### config.mk
export PLATFORM = sky130hd
export DESIGN_NAME = sram_stream_addr_gen
export DESIGN_NICKNAME = d
export VERILOG_FILES = /design/src/rtl/sram_stream_addr_gen.sv
export SDC_FILE = /design/constraint.sdc
export NUM_CORES = 1
export LEC_CHECK = 0
export BUFFER_PORTS_ARGS = -buffer_cell sky130_fd_sc_hd__buf_2
export CORE_ASPECT_RATIO = 1.5
export CORE_MARGIN = 5
export CORE_UTILIZATION = 50
export CTS_BUF_LIST = sky130_fd_sc_hd__clkbuf_2
export CTS_CLUSTER_DIAMETER = 50
export CTS_CLUSTER_SIZE = 12
export DETAILED_ROUTE_END_ITERATION = 16
export GPL_TIMING_DRIVEN = 0
export PLACE_DENSITY = 0.82
export SETUP_SLACK_MARGIN = 0.02
export SLEW_MARGIN = 40
export SYNTH_ARGS = -nofsm -noshare
export SYNTH_HDL_FRONTEND = slang
export SYNTH_SLANG_ARGS = --single-unit
### constraint.sdc
create_clock -name clk -period 3.15 [get_ports clk]
set_clock_uncertainty 0.05 [all_clocks]
set_input_delay 0 -clock clk [delete_from_list [all_inputs] [get_ports clk]]
set_output_delay 0 -clock clk [all_outputs]
set_load 0.01 [all_outputs]
### src/rtl/sram_stream_addr_gen.sv
// sram_stream_addr_gen: circular-buffer SRAM address generator that delays a pixel stream by LAG words
module sram_stream_addr_gen #(
    parameter int DATA_W = 16,
    parameter int ADDR_W = 16,
    parameter int DEPTH  = 256,
    parameter int LAG    = 64,
    parameter int FRAME  = 4096
) (
    input  logic              clk,
    input  logic              rst,
    input  logic              flush,
    input  logic              in_valid,
    output logic              in_ready,
    input  logic [DATA_W-1:0] in_data,
    output logic              wen_in,
    output logic [ADDR_W-1:0] waddr,
    output logic [DATA_W-1:0] wdata,
    output logic              ren_in,
    output logic [ADDR_W-1:0] raddr,
    input  logic [DATA_W-1:0] rdata,
    output logic              out_valid,
    input  logic              out_ready,
    output logic [DATA_W-1:0] out_data,
    output logic              done
);
    localparam int PW = (DEPTH > 1) ? $clog2(DEPTH) : 1;
    localparam int OW = $clog2(DEPTH + 1);
    localparam int CW = $clog2(FRAME + 1);
    localparam logic [PW-1:0] PTR_MAX = PW'(DEPTH - 1);
    localparam logic [OW-1:0] DEPTH_C = OW'(DEPTH);
    localparam logic [OW-1:0] LAG_C   = OW'(LAG);
    localparam logic [CW-1:0] FRAME_C = CW'(FRAME);

    typedef enum logic [2:0] {IDLE, FILL, STREAM, DRAIN, DONE} state_t;

    state_t            r_state, w_state_n;
    logic [PW-1:0]     r_wptr, r_rptr, w_wptr_n, w_rptr_n;
    logic [OW-1:0]     r_occ, w_occ_n;
    logic [CW-1:0]     r_wcnt, r_rcnt, w_wcnt_n, w_rcnt_n;
    logic              r_rd_pend, r_skid_v;
    logic [DATA_W-1:0] r_skid_d;
    logic              w_live, w_ov, w_free, w_clr;

    // Nothing is commanded while in reset or flushing.
    assign w_live   = ~rst & ~flush;
    assign in_ready = w_live && r_occ < DEPTH_C && r_state != DONE && r_wcnt < FRAME_C;
    assign wen_in   = in_valid & in_ready;
    assign waddr    = ADDR_W'(r_wptr);
    assign wdata    = rst ? '0 : in_data;

    // A word is presented straight from rdata the cycle after its read, then parked in the skid if stalled.
    assign w_ov      = r_rd_pend | r_skid_v;
    assign out_valid = w_ov & ~flush;
    assign out_data  = r_skid_v ? r_skid_d : (r_rd_pend ? rdata : '0);
    assign w_free    = ~r_skid_v & (~w_ov | out_ready);
    assign ren_in    = w_live && (r_state == STREAM || r_state == DRAIN) && r_occ != '0 && r_rcnt < FRAME_C && w_free;
    assign raddr     = ADDR_W'(r_rptr);
    assign done      = out_valid && out_ready && r_state == DRAIN && r_rcnt == FRAME_C;
    assign w_clr     = flush | (r_state == DONE);

    // Next pointers, counts and FSM state.
    always_comb begin
        w_wptr_n  = !wen_in ? r_wptr : (r_wptr == PTR_MAX ? '0 : r_wptr + PW'(1));
        w_rptr_n  = !ren_in ? r_rptr : (r_rptr == PTR_MAX ? '0 : r_rptr + PW'(1));
        w_occ_n   = r_occ + OW'(wen_in) - OW'(ren_in);
        w_wcnt_n  = r_wcnt + CW'(wen_in);
        w_rcnt_n  = r_rcnt + CW'(ren_in);
        w_state_n = r_state;
        case (r_state)
            IDLE:    w_state_n = wen_in ? FILL : IDLE;
            FILL:    w_state_n = (w_wcnt_n == FRAME_C) ? DRAIN : (w_occ_n >= LAG_C ? STREAM : FILL);
            STREAM:  w_state_n = (w_wcnt_n == FRAME_C) ? DRAIN : STREAM;
            DRAIN:   w_state_n = done ? DONE : DRAIN;
            default: w_state_n = IDLE;
        endcase
    end

    // Frame bookkeeping; flush or the DONE state restarts everything from zero.
    always_ff @(posedge clk or posedge rst) begin
        if (rst) begin
            r_state <= IDLE;
            r_wptr  <= '0;
            r_rptr  <= '0;
            r_occ   <= '0;
            r_wcnt  <= '0;
            r_rcnt  <= '0;
        end else begin
            r_state <= w_clr ? IDLE : w_state_n;
            r_wptr  <= w_clr ? '0 : w_wptr_n;
            r_rptr  <= w_clr ? '0 : w_rptr_n;
            r_occ   <= w_clr ? '0 : w_occ_n;
            r_wcnt  <= w_clr ? '0 : w_wcnt_n;
            r_rcnt  <= w_clr ? '0 : w_rcnt_n;
        end
    end

    // Output stage: track the in-flight read and catch it in the skid when downstream stalls.
    always_ff @(posedge clk or posedge rst) begin
        if (rst) begin
            r_rd_pend <= 1'b0;
            r_skid_v  <= 1'b0;
            r_skid_d  <= '0;
        end else if (flush) begin
            r_rd_pend <= 1'b0;
            r_skid_v  <= 1'b0;
            r_skid_d  <= '0;
        end else begin
            r_rd_pend <= ren_in;
            r_skid_v  <= w_ov & ~out_ready;
            if (r_rd_pend && !out_ready) r_skid_d <= rdata;
        end
    end
endmodule

# Word level (Yosys, flattened, before mapping)
# Index checks and enable logic that the tools add are counted.
[totals]
input_bits = 37
out_inout_bits = 69
reg_bits = 72
elab_cells = 82
[classes]
n_eq_ne = 9
n_reduce_logical = 18
n_mux = 23
magnitude_cmp = 4
n_addsub = 6
n_bitwise = 13
[op_table]
columns = ["cell", "count"]
rows = [
  ["2-to-1 mux 16 bit", 5],
  ["2-to-1 mux 8 bit", 6],
  ["adder 13 x 1 -> 13 bit", 2],
  ["equality test 13 bit, second input constant", 2],
  ["< comparator 13 bit, second input constant", 2],
  ["2-to-1 mux 13 bit", 2],
  ["adder 8 x 1 -> 8 bit, second input constant", 2],
  ["equality test 8 bit, second input constant", 2],
  ["one-hot mux 3 bit (4 select lines)", 1],
  ["logical AND 1 bit", 11],
  ["adder 9 x 1 -> 9 bit", 1],
  [">= comparator 9 x 7 -> 1 bit, second input constant", 1],
  ["< comparator 9 bit, second input constant", 1],
  ["2-to-1 mux 9 bit", 1],
  ["nonzero test 9 bit", 1],
  ["subtractor 9 x 1 -> 9 bit", 1],
  ["equality test 3 x 2 -> 1 bit, second input constant", 2],
  ["2-to-1 mux 3 bit", 2],
  ["nonzero test 2 bit", 3],
  ["AND 1 bit", 5],
  ["inverter 1 bit", 5],
  ["2-to-1 mux 1 bit", 4],
  ["2-to-1 mux 2 bit", 2],
  ["equality test 3 x 1 -> 1 bit, second input constant", 1],
  ["other kinds (6)", 8],
]

# Depth between registers and ports, before layout
[depth]
ltp_word = 13
depth_mapped = 15
ltp_nobuf = 14

# Least setup slack after synthesis
# Ideal clock, no wire load.
[synth_path]
kind = "reg-to-reg"
start = "register r_occ[2]"
end = "register r_state[1]"
setup_slack_ps = -285
setup_time_ps = 122
t_required_ps = 2978
path_stages_with_launch = 16
arrival_time_ps = 3264
period_less_slack_ps = 3435
n_path_buf = 1
path_cell_list = "dfrtp_1 > inv_1 > ha_1 > nor4b_1 > a31oi_1 > buf_2 > nand2b_1 > nand2_1 > ha_1 > fa_1 > a21oi_1 > o21bai_1 > a2111o_1 > o311ai_0 > nand3_1 > a32o_1"
[synth_between]
elab_chain_cells = 12
word_cells_on_any_way = 18
classes_between = "3 x add/sub; 2 x order compare; 1 x eq/ne; 4 x mux; 1 x bitwise; 7 x reduce/logical"
[synth_rtl]
columns = ["item", "line", "text"]
rows = [
  ["start, declared", "38", "logic [OW-1:0] r_occ, w_occ_n;"],
  ["start signal, assigned", "91", "r_occ <= w_clr ? '0 : w_occ_n;"],
  ["< comparator 9 bit", "46", "assign in_ready = w_live && r_occ < DEPTH_C && r_state != DONE && r_wcnt < FRAME_C;"],
  ["logical AND 1 bit (3 in series)", "46", ""],
  ["AND 1 bit", "47", "assign wen_in = in_valid & in_ready;"],
  ["adder 9 x 1 -> 9 bit", "65", "w_occ_n = r_occ + OW'(wen_in) - OW'(ren_in);"],
  ["subtractor 9 x 1 -> 9 bit", "65", ""],
  [">= comparator 9 x 7 -> 1 bit", "71", "FILL: w_state_n = (w_wcnt_n == FRAME_C) ? DRAIN : (w_occ_n >= LAG_C ? STREAM : FILL);"],
  ["2-to-1 mux 2 bit", "71", ""],
  ["2-to-1 mux 2 bit (*)", "71", ""],
  ["one-hot mux 3 bit (4 select lines) (*)", "69", "case (r_state)"],
  ["2-to-1 mux 3 bit (*)", "88", "r_state <= w_clr ? IDLE : w_state_n;"],
  ["end signal, assigned", "88", ""],
  ["end, declared", "36", "state_t r_state, w_state_n;"],
]
# Mark *: on every way between the ends. The rest lies on a longest branch, timed or not.
# A chain may end at the register's enable or synchronous reset.

# Worst setup path after layout
# Same ends and word-level chain as after synthesis.

==> summary by stage <==
Die
The number of ports placed on the die boundary is 106. The y dimension of the die is 123.5 um. The floorplan step defined a die boundary enclosing 10570 um2. The die is 85.64 um wide. The region available for standard cell placement spans 8413 um2.

The starting utilization of the core area is 51.00%. The cell row count is 41.

CTS
Clock tree synthesis inserted a total of 9 buffers. The master cell of the clock root buffer is sky130_fd_sc_hd__clkbuf_2. The clock net sink count is 72. The clock tree synthesis step divided the H-tree into 3 levels. The maximum clock path buffer count is 2.

The CTS clock-pin slew for the worst setup and hold paths is 0.19 ns. The CTS tree is done. For the worst-skew pair, the clock arrives at the later sink with an insertion delay of 0.53 ns.

Place
The weighted congestion reported at the end of routability-driven placement is 0.9084. The detailed-placement wirelength estimate is 7.919 mm. In this run, placement finished with an instance count of 685. The count of buffers added on input and output ports is 89. Once placement finished, the instance area stood at 5029 um2.

Logic synthesis
Summed over all instances, the cell type with the most area after synthesis is sky130_fd_sc_hd__dfrtp_1. The fraction of the yosys area taken by sequential cells is 41.99%. The synthesized design devotes to its leading area cell type 41.99% of total area. The number of storage elements in the synthesis netlist is 72.

The async set or reset register ratio after synthesis is 100.0%. The total of warnings raised by yosys is 0. In this run, distinct cell masters in the synthesized netlist total 58. Averaged over all synthesized cells, the footprint is 9.071 um2. By area the synthesized netlist is led by sky130_fd_sc_hd__dfrtp_1 42%, sky130_fd_sc_hd__ha_1 5.0%, sky130_fd_sc_hd__nand2_1 4.6%, sky130_fd_sc_hd__nor2_1 4.2%, sky130_fd_sc_hd__a21oi_1 3.6%.

The synthesized area is 4290 um2. The gate count after technology mapping is 473. The most instantiated flip-flop cell in the synthesis netlist is sky130_fd_sc_hd__dfrtp_1. In this run, synthesis inferred 0 flip-flops with an integrated enable.

Worst hold path
The path class of the lowest-slack min-delay path is primary input to register.

Power and ir drop
The switching power share of the total is 39.02%. The maximum VDD drop is 0.4982 mV. Combinational logic burns 48.1% of the power. Dividing total power by cell area gives a power density of 530.0 nW/um2. The switching power is 1169 uW. The design draws 2996 uW. The analysis attributes to cell leakage a power of 0.002786 uW. Internal power comes to 1827 uW. The clock network accounts for 16.7% of the total power. Per report_power, the sequential group accounts for 35.2% of the total.

Timing
Setup repair after global routing could not meet its margin everywhere. The final critical-path required period is 3.166 ns. At the pin with the least slew margin, the transition time is 0.6173 ns. Setup violations remaining at the end of the flow were counted as 1. The final setup TNS is -0.01595 ns.

The share of the cycle needed by the critical path after routing is 100.5%. The final count of pins violating max slew came to 0. The worst slew margin relative to its limit is 58.85%. The count of endpoints failing hold in the final timing report was 0.

Static timing analysis puts the maximum clock frequency at 0.3159 GHz. The setup slack of the critical path after layout is -0.01595 ns.

Layout
Leaving out filler cells and counting taps, the final layout contains 744. The layout overhead on the synthesized area is 31.76%. The post-route cell area is 5653 um2. In the final layout, the share of cells above drive strength 1 is 28.10%. The area of combinational cells with multiple inputs is 2466 um2. 0 antenna diodes ended up in the layout. The sequential cells in the finished layout cover a total of 1804 um2. The layout has 643 filler cells. For this run, the post-layout net count is 689.

Status
The checks that failed: negative setup slack. The flow ran to the end, but the final reports show violations.

Route
The first routing iteration left 207 violations. The routed length per placed instance is 15.40 um. The number of design rule violations left after detail routing is 0.

The number of nets with antenna violations after routing is 0. For this run, the detailed router's first-pass iteration total came to 4. Using the TritonRoute via totals, the vias-per-cell ratio works out to 5.414. The final layout contains routed wiring with a total length of 11.45 mm. For this block, the via count after detailed routing is 4028.

GRT
The initial antenna violation count is 0. The first-pass GRT wire length is 18.21 mm. The via count of the first global-routing pass is 4065. The global-route usage over all layers is 21.62%.

Entering global routing, the biggest net connects 61 pins. The sum of overflow across all layers after global routing is 0.

Worst setup path
The kind of start point of the critical path is a register. Along the worst path, the maximum fanout reaches 3. The endpoint type of the worst setup path is a register. The kind of critical path is register to register. The data required time at the worst endpoint is 3.55 ns. The arrival time of the worst setup path is 3.56 ns.

Flow run
The number of violations of the max-capacitance limit is 0.
## cell families (layout without fill, tap and decap cells)
kind of cell	Yosys count	after routing	share of synthesized area, %
flip-flops	72	72	41.99
buffers and inverters	50	199	5.833
XOR/XNOR	33	33	6.736
AND/OR/NAND/NOR	202	202	23.45
AO/OA/AOI/OAI	90	90	14.84
other	1	16	0.08741
adder cells (fa/ha/maj)	18	18	5.424
multiplexers	7	7	1.633
## synth_stat cells (all sizes together) (2+ instances only)
cell type	count
or4	2
and2	10
xnor2	17
a31oi	3
nor4b	2
nand2	53
o211a	3
a21oi	32
and3	8
a21o	2
nand2b	7
a31o	3
nand4	11
nor2b	19
nor3	14
o21ai	11
dfrtp	72
a211oi	3
a22o	16
or3	5
ha	17
xor2	16
o21bai	3
nand3	14
buf	19
inv	16
mux2i	7
clkbuf	15
nor4	5
nor2	49
## final timing paths
path | startpoint | endpoint | slack [ns] | cells past startpoint
worst max-delay path | r_occ[2] | r_state[1] | -0.02 | 15
worst min-delay path | in_valid | r_wcnt[0] | 0.08 | 5
worst min register to register | r_wptr[5] | r_wptr[5] | 0.48 | 1
min in group asynchronous | rst | r_occ[3] | 0.27 | 4
worst max register to register | r_occ[2] | r_state[1] | -0.02 | 15
max in group asynchronous | rst | r_wcnt[12] | 2.24 | 5
## flip-flops by register name, indices dropped and copies added (netlist names)
| signal | cells |
|---|---|
| r_occ | 9 |
| r_skid_d | 16 |
| r_wptr | 8 |
| r_skid_v | 1 |
| r_state | 3 |
| r_wcnt | 13 |
| r_rd_pend | 1 |
| r_rcnt | 13 |
| r_rptr | 8 |
## power groups by stage
stage          Clock, uW  Combinational [uW]  Sequential, uW
3_5_place_dp           0                1070            1070
2_1_floorplan          0                 821            1060
5_1_grt              548                1560            1060
6_report             501                1440            1050
4_1_cts              504                1320            1050
3_3_place_gp           0                1020            1070
## layout by cell type, fill, tap and decap left out, types with 17 or more instances in the layout
cell type	instances
sky130_fd_sc_hd__nand2_1	51
sky130_fd_sc_hd__dfrtp_1	70
sky130_fd_sc_hd__nor2_1	47
sky130_fd_sc_hd__a21oi_1	30
sky130_fd_sc_hd__buf_4	37
sky130_fd_sc_hd__dlygate4sd3_1	26
sky130_fd_sc_hd__xnor2_1	17
sky130_fd_sc_hd__buf_2	89
sky130_fd_sc_hd__nor2b_1	19
## final cells by class
class / count / share of cell area (%)
Multi-Input combinational cell: 366 / 43.63
Sequential cell: 72 / 31.92
Timing Repair Buffer: 137 / 15.76
Buffer: 32 / 3.453
Tap cell: 107 / 2.368
Inverter: 16 / 1.151
Clock buffer: 10 / 0.8853
Clock inverter: 4 / 0.8411
## per-layer routing
metal,share of wire (%),global-route usage (%),vias up
met5,0,0,-
met4,3.1,8.515,0
met3,6.2,5.333,27
met2,53,40.90,153
met1,38,22.61,1908
li1,-,-,1940
## critical path: stages, from the launching register on
cell and delay [ns]:
sky130_fd_sc_hd__dfrtp_1 0.43, sky130_fd_sc_hd__inv_2 0.09, sky130_fd_sc_hd__ha_4 0.14, sky130_fd_sc_hd__nor4b_4 0.23, sky130_fd_sc_hd__a31oi_2 0.16, sky130_fd_sc_hd__buf_6 0.15
sky130_fd_sc_hd__nand2b_4 0.09, sky130_fd_sc_hd__nand2_4 0.06, sky130_fd_sc_hd__ha_4 0.16, sky130_fd_sc_hd__fa_2 0.36, sky130_fd_sc_hd__a21oi_4 0.21, sky130_fd_sc_hd__o21bai_4 0.09
sky130_fd_sc_hd__a2111o_1 0.41, sky130_fd_sc_hd__o311ai_4 0.11, sky130_fd_sc_hd__nand3_1 0.12, sky130_fd_sc_hd__a32o_1 0.22
## what timing repair did
item | 4_1_cts | 5_1_grt
pin swaps | 10 | 8
gates cloned | 0 | 0
endpoints found under the hold margin | 85 | 0
setup buffers | 15 | 6
endpoints found under the setup margin | 3 | 3
resized for setup | 19 | 7
hold buffers | 26 | 0
## per-stage QoR
stage / setup slack (ns) / utilization, % / hold slack (ns)
2_1_floorplan: 0.03252 / - / -0.003593
3_3_place_gp: -0.3850 / 59.38 / 0.1641
3_5_place_dp: -0.4586 / 59.77 / 0.1640
4_1_cts: 0.02337 / 66.39 / 0.04421
5_1_grt: -0.1396 / 67.19 / 0.08187
6_report: -0.01595 / 67.19 / 0.07530
Note: power is estimated with default switching activity, not from simulation.
